<file path="src/rtl/ysyx_22050499_pkg.sv">
// Shared definitions for the ysyx_22050499 fetch front end.
//   fetch_state_e    : state of the single-outstanding-request fetch FSM
//   DEFAULT_RESET_PC : address of the first fetch after reset
package ysyx_22050499_pkg;

  typedef enum logic [1:0] {
    FETCH_IDLE  = 2'd0,  // no request outstanding
    FETCH_REQ   = 2'd1,  // request presented, waiting for req_ready
    FETCH_WAIT  = 2'd2,  // request accepted, response pending
    FETCH_DRAIN = 2'd3   // request accepted, response pending and stale
  } fetch_state_e;

  localparam logic [31:0] DEFAULT_RESET_PC = 32'h3000_0000;

endpackage

</file>
<file path="src/rtl/ysyx_22050499_sync_fifo.sv">
// Synchronous FIFO with flush, used as the fetch instruction queue.
// Ports:
//   clock, reset   : clock, synchronous active-high reset
//   i_flush        : drop all entries (wins over push and pop in the same cycle)
//   i_push         : write i_push_data at the tail
//   i_push_data    : entry to write
//   i_pop          : remove the head entry (ignored when empty)
//   o_head         : head entry, read from the storage array
//   o_valid        : queue holds at least one entry
//   o_count        : number of entries held, 0..DEPTH
module ysyx_22050499_sync_fifo #(
  parameter int WIDTH = 64,
  parameter int DEPTH = 4
) (
  input  logic                     clock,
  input  logic                     reset,
  input  logic                     i_flush,
  input  logic                     i_push,
  input  logic [WIDTH-1:0]         i_push_data,
  input  logic                     i_pop,
  output logic [WIDTH-1:0]         o_head,
  output logic                     o_valid,
  output logic [$clog2(DEPTH):0]   o_count
);

  localparam int AW = $clog2(DEPTH);
  localparam int CW = AW + 1;

  logic [WIDTH-1:0] r_mem [DEPTH];
  logic [AW-1:0]    r_wr_ptr;
  logic [AW-1:0]    r_rd_ptr;
  logic [CW-1:0]    r_count;
  logic             w_do_push;
  logic             w_do_pop;
  logic             w_full;

  assign o_valid   = (r_count != '0);
  assign o_count   = r_count;
  assign o_head    = r_mem[r_rd_ptr];
  assign w_full    = (r_count == CW'(DEPTH));
  assign w_do_push = i_push & ~i_flush;
  assign w_do_pop  = i_pop & o_valid & ~i_flush;

  // DEPTH is a power of two, so the pointers wrap by plain overflow.
  always_ff @(posedge clock) begin
    if (reset || i_flush) begin
      r_wr_ptr <= '0;
      r_rd_ptr <= '0;
      r_count  <= '0;
    end else begin
      if (w_do_push) r_wr_ptr <= r_wr_ptr + AW'(1);
      if (w_do_pop)  r_rd_ptr <= r_rd_ptr + AW'(1);
      case ({w_do_push, w_do_pop})
        2'b10:   r_count <= r_count + CW'(1);
        2'b01:   r_count <= r_count - CW'(1);
        default: r_count <= r_count;
      endcase
    end
  end

  always_ff @(posedge clock) begin
    if (w_do_push) r_mem[r_wr_ptr] <= i_push_data;
  end

  // The producer only issues against free credit, so a push never meets a full queue.
  always_ff @(posedge clock) begin
    if (!reset && w_do_push) assert (!w_full);
  end

endmodule

</file>
<file path="src/rtl/ysyx_22050499_ifu_prefetch.sv">
// Prefetching instruction-fetch front end.
// Fetches sequential PCs ahead into a QDEPTH-entry queue, one request in flight
// at a time. A redirect flushes the queue, reloads the fetch PC and marks any
// in-flight request stale so its response is discarded.
//
// Handshakes: a transfer happens on a cycle where valid and ready are both 1.
// req_valid/req_addr never change or withdraw until req_ready; resp_valid has
// no ready and is always consumed; out_valid/out_pc/out_inst hold until out_ready.
//
// Ports:
//   clock, reset                    : clock, synchronous active-high reset
//   req_valid/req_ready/req_addr    : memory read request channel
//   resp_valid/resp_data            : memory read response (never back-pressured)
//   redirect_valid/redirect_pc      : control-flow redirect to a new fetch target
//   out_valid/out_ready/out_pc/out_inst : instruction stream toward decode
//   fetch_pc                        : next address to be requested (trace)
//   o_dbg_state, o_dbg_count        : FSM state and queue occupancy (debug)
module ysyx_22050499_ifu_prefetch
  import ysyx_22050499_pkg::*;
#(
  parameter int                ADDR_W   = 32,
  parameter int                INST_W   = 32,
  parameter int                QDEPTH   = 4,
  parameter logic [ADDR_W-1:0] RESET_PC = ADDR_W'(DEFAULT_RESET_PC)
) (
  input  logic                     clock,
  input  logic                     reset,
  output logic                     req_valid,
  input  logic                     req_ready,
  output logic [ADDR_W-1:0]        req_addr,
  input  logic                     resp_valid,
  input  logic [INST_W-1:0]        resp_data,
  input  logic                     redirect_valid,
  input  logic [ADDR_W-1:0]        redirect_pc,
  output logic                     out_valid,
  input  logic                     out_ready,
  output logic [ADDR_W-1:0]        out_pc,
  output logic [INST_W-1:0]        out_inst,
  output logic [ADDR_W-1:0]        fetch_pc,
  output fetch_state_e             o_dbg_state,
  output logic [$clog2(QDEPTH):0]  o_dbg_count
);

  localparam int CW = $clog2(QDEPTH) + 1;
  localparam int QW = ADDR_W + INST_W;

  fetch_state_e      r_state;
  fetch_state_e      w_state_nxt;
  logic [ADDR_W-1:0] r_fetch_pc;
  logic [ADDR_W-1:0] w_fetch_pc_nxt;
  logic [ADDR_W-1:0] r_req_addr;
  logic [ADDR_W-1:0] w_req_addr_nxt;
  logic              r_stale;
  logic              w_stale_nxt;
  logic              w_push;
  logic              w_pop;
  logic              w_credit;
  logic [CW-1:0]     w_count;
  logic [QW-1:0]     w_head;

  // Issue only from IDLE (nothing in flight), so free space now covers the response.
  assign w_credit = (w_count < CW'(QDEPTH));
  // The queue ignores the pop when a redirect flushes it in the same cycle.
  assign w_pop    = out_valid & out_ready;

  always_comb begin
    w_state_nxt    = r_state;
    w_fetch_pc_nxt = r_fetch_pc;
    w_req_addr_nxt = r_req_addr;
    w_stale_nxt    = r_stale;
    w_push         = 1'b0;
    case (r_state)
      FETCH_IDLE: begin
        if (!redirect_valid && w_credit) begin
          w_state_nxt    = FETCH_REQ;
          w_req_addr_nxt = r_fetch_pc;
          w_fetch_pc_nxt = r_fetch_pc + ADDR_W'(4);
        end
      end
      FETCH_REQ: begin
        // The request is never withdrawn; a redirect only taints it.
        if (req_ready) begin
          w_state_nxt = (r_stale || redirect_valid) ? FETCH_DRAIN : FETCH_WAIT;
          w_stale_nxt = 1'b0;
        end else if (redirect_valid) begin
          w_stale_nxt = 1'b1;
        end
      end
      FETCH_WAIT: begin
        if (resp_valid) begin
          w_state_nxt = FETCH_IDLE;
          w_push      = ~redirect_valid;
        end else if (redirect_valid) begin
          w_state_nxt = FETCH_DRAIN;
        end
      end
      FETCH_DRAIN: begin
        if (resp_valid) w_state_nxt = FETCH_IDLE;
      end
      default: w_state_nxt = FETCH_IDLE;
    endcase
    if (redirect_valid) w_fetch_pc_nxt = redirect_pc;
  end

  always_ff @(posedge clock) begin
    if (reset) begin
      r_state    <= FETCH_IDLE;
      r_fetch_pc <= RESET_PC;
      r_req_addr <= '0;
      r_stale    <= 1'b0;
    end else begin
      r_state    <= w_state_nxt;
      r_fetch_pc <= w_fetch_pc_nxt;
      r_req_addr <= w_req_addr_nxt;
      r_stale    <= w_stale_nxt;
    end
  end

  ysyx_22050499_sync_fifo #(
    .WIDTH (QW),
    .DEPTH (QDEPTH)
  ) u_queue (
    .clock       (clock),
    .reset       (reset),
    .i_flush     (redirect_valid),
    .i_push      (w_push),
    .i_push_data ({r_req_addr, resp_data}),
    .i_pop       (w_pop),
    .o_head      (w_head),
    .o_valid     (out_valid),
    .o_count     (w_count)
  );

  assign req_valid   = (r_state == FETCH_REQ);
  assign req_addr    = r_req_addr;
  assign fetch_pc    = r_fetch_pc;
  assign out_pc      = w_head[QW-1:INST_W];
  assign out_inst    = w_head[INST_W-1:0];
  assign o_dbg_state = r_state;
  assign o_dbg_count = w_count;

endmodule

</file>
<file path="config.mk">
export PLATFORM = sky130hd
export DESIGN_NAME = ysyx_22050499_ifu_prefetch
export DESIGN_NICKNAME = d
export VERILOG_FILES = /design/src/rtl/ysyx_22050499_pkg.sv /design/src/rtl/ysyx_22050499_sync_fifo.sv /design/src/rtl/ysyx_22050499_ifu_prefetch.sv
export SDC_FILE = /design/constraint.sdc
export NUM_CORES = 1
export LEC_CHECK = 0
export CAP_MARGIN = 20
export CORE_ASPECT_RATIO = 0.7
export CORE_UTILIZATION = 55
export CTS_BUF_LIST = sky130_fd_sc_hd__clkbuf_8
export CTS_CLUSTER_DIAMETER = 60
export DETAILED_ROUTE_END_ITERATION = 12
export PLACE_DENSITY = 0.82
export SYNTH_ARGS = -nofsm -noshare
export SYNTH_HDL_FRONTEND = slang
export SYNTH_HIERARCHICAL = 1
export SYNTH_SLANG_ARGS = --single-unit
</file>
<file path="constraint.sdc">
create_clock -name clock -period 4.26 [get_ports clock]
set_input_delay 0.852 -clock clock [delete_from_list [all_inputs] [get_ports clock]]
set_output_delay 0.852 -clock clock [all_outputs]
set_load 0.01 [all_outputs]
</file>
==> metrics.txt <==
deepest clock path buffer count=3; number of detailed-route iterations in the first pass=5; critical path data required time=3.41 ns; setup tns final=0 ns; H-tree Lvls=2; area of the multi-input gates=3250 sq um; Hold WC Path Type=reg -> reg; r2r startpoint=fetch_pc[2]; Hold Startpoint=fetch_pc[1]; Worst-Skew Late Latency=0.56 ns; Arrival @ worst endpoint=2.67 ns; asr flop ratio synth=0; EDFF count, synth=256; initial antenna violation count=1; Total GRT Usage=0.239; crit start category=flop; Fmax=284 MHz; Crit Path Class=reg -> out; CTS Buf Count=just under 50; Yosys top cell by area=edfxtp_1; gpl congestion=between 0.8 and 0.9; Overflow after GRT=0; post-cts sizing count=0; synthesized net count=833; max-cap viol count=0; Yosys warning count=6; Yosys top cell area share=0.602; Fin. Hold Viols=0; die area=23800 sq um; # hold bufs at CTS=0; final WL=28200 um; Iter 0 DRT Violations=612; Clk Tree Root Cell=clkbuf_8; PD cells=394 nW/um^2; Via-to-Cell Ratio=5.69; Synth area leaders=edfxtp_1 (60%), dfxtp_1 (12%), mux4_2 (11%); Simple-Gate Fraction of Synth Area=0.0700; Hold EP=req_addr[1]; num rows=46; largest net degree at the start of global routing=65; multiplexer share of the synthesized area=0.120; Slew headroom=0.225; Cells after Synth=756; share of cells above drive strength 1=0.147; commonest non-fill, non-tap cell in the layout=edfxtp_1; # setup viols final=0; Worst VDD drop=0.279 mV; most frequent cells in the layout=edfxtp_1 (256), clkdlybuf4s50_1 (203), nand2_1 (81); # diodes=0; Unique masters post-synth=a little under 50; status=completed; Seq/Total Area, Yosys=0.722; Post-Synth Adder-Cell Area=0.00745; dominant synthesized flop cell=edfxtp_1; count of input and output buffers=204; Mean Syn Cell Area=16.9 sq um; num ports=205; Worst Path Max Fanout=32; RR Endpoint=fetch_pc[28]; routed len/inst=about 21 um; worst slew pin tran=between 1 and 1.5 ns; first-pass GRT wire length=~42000 um; Post-CTS Setup Repair Bufs=0; Initial Utilization=0.563; Clock transition at path regs=about 0.060 ns; Seq. cell area=9220 sq um; Slew Limit Fails=0; FILL cells=1533; chip height=129 um; # nets final=1062; RSZ-0062 raised after global routing=no; Syn Std Cell Area=12800 sq um; xor/xnor share of the synthesized area=0.0158; hold depth=2; Final Critical Period=3.52 ns; clock sinks=332; Hold WS=0.496 ns; Final Cycle Share=0.826; largest family of logic cells by synthesized area=multiplexers; DRC violations left=0; TritonCTS clock tree=yes; Core Footprint=22700 sq um; DP Wirelength=between 15000 and 20000 um; Leak=approximately 5.2 nW; crit path capture type=output pin; total number of vias=~7600; antenna-violating nets left=0; worst reg2reg path depth=6; post-synthesis register bit count=332; Worst R2R Setup Slack=0.89 ns; die extent in x=184 um; Compound-Gate Fraction of Synth Area=0.0397; Final Skew=~0.026 ns; Area growth syn-to-layout=25.3%; vias in the first global route=7537
==> sequential cells by signal, summed over array words and instances (netlist names), named ones only <==
| register | cells |
|---|---|
| u_queue/o_count | 3 |
| u_queue/r_mem | 256 |
| fetch_pc | 32 |
| u_queue/r_wr_ptr | 2 |
| r_stale | 1 |
| o_dbg_state | 2 |
| u_queue/r_rd_ptr | 2 |
| req_addr | 32 |
==> kinds of logic after synthesis <==
family,Yosys count
adders and majority gates,7
xor gates and xnor gates,23
and+or+nand+nor,190
AOI/OAI and AO/OA,83
buffers and inverters,49
DFF,332
muxes,72
==> worst max-delay path: stages (launching register included) <==
cell and delay, ns:
dfxtp_4 0.62, buf_12 0.33, mux4_1 0.64, clkdlybuf4s50_1 0.50
==> metrics by stage <==
stage | total power, mW | util | instances | setup WS, ns | cell area [sq um]
6_report | 6.30 | 0.705 | 1337 | 0.740 | 16000
5_1_grt | 6.52 | 0.705 | 1337 | 0.595 | 16000
4_1_cts | 6.35 | 0.705 | 1337 | 0.660 | 16000
3_5_place_dp | 4.02 | 0.665 | 1246 | 1.00 | 15100
3_3_place_gp | 4.01 | 0.665 | 1246 | 1.10 | 15100
2_1_floorplan | 3.79 | - | 756 | 0.503 | 12800
==> layout make-up <==
type | instances | area share
clock inverter | 36 | 0.00931
multi-input combinational | 375 | 0.203
clock buffer | 55 | 0.0473
sequential | 332 | 0.576
timing repair buffer | 217 | 0.137
inverter | 10 | 0.00235
tap | 312 | 0.0244
==> synthesized netlist by cell type (3+ instances only) <==
| master | instances |
|---|---|
| buf_12 | 6 |
| o2111a_1 | 3 |
| o211a_1 | 3 |
| nand3_1 | 15 |
| inv_1 | 9 |
| or3_1 | 11 |
| dfxtp_1 | 76 |
| xnor2_1 | 15 |
| nand2_1 | 81 |
| nor2b_1 | 4 |
| a211oi_1 | 8 |
| buf_6 | 4 |
| a311oi_1 | 3 |
| buf_2 | 6 |
| clkbuf_1 | 20 |
| mux4_1 | 4 |
| xor2_1 | 8 |
| a21oi_1 | 47 |
| nand4_1 | 10 |
| o21ai_0 | 10 |
| mux4_2 | 60 |
| and3_1 | 4 |
| and2_1 | 5 |
| edfxtp_1 | 256 |
| nor2_1 | 36 |
| nor3_1 | 12 |
| mux2i_1 | 8 |
| ha_1 | 6 |
==> metal layers <==
layer  global-route usage  share of wire  vias up
met4               0.0730          0.019        2
li1                     -              -     3407
met1                0.349           0.44     3790
met3               0.0500          0.082       55
met5                    0        0.00035        -
met2                0.366           0.46      355
==> where the power goes <==
| group | leakage, nW | switching (mW) | total (mW) | internal, mW |
|---|---|---|---|---|
| combinational | 1.72 | 0.169 | 0.353 | 0.184 |
| clock | 0.537 | 1.16 | 2.35 | 1.18 |
| sequential | 2.96 | 0.0737 | 3.60 | 3.52 |
| total | 5.22 | 1.41 | 6.30 | 4.89 |
==> worst max path at each step <==
stage                         startpoint                   end  slack (ns)
final                               flop           out_inst[2]        0.74
after global routing                flop             out_pc[2]        0.59
after CTS                           flop            out_pc[26]        0.66
after detailed placement     fetch_pc[2]          fetch_pc[28]        1.00
after global placement        resp_valid  u_queue/r_mem[2][59]        1.10
after floorplan           redirect_valid   u_queue/r_mem[0][0]        0.50
Power figures use the tool's default switching activity.
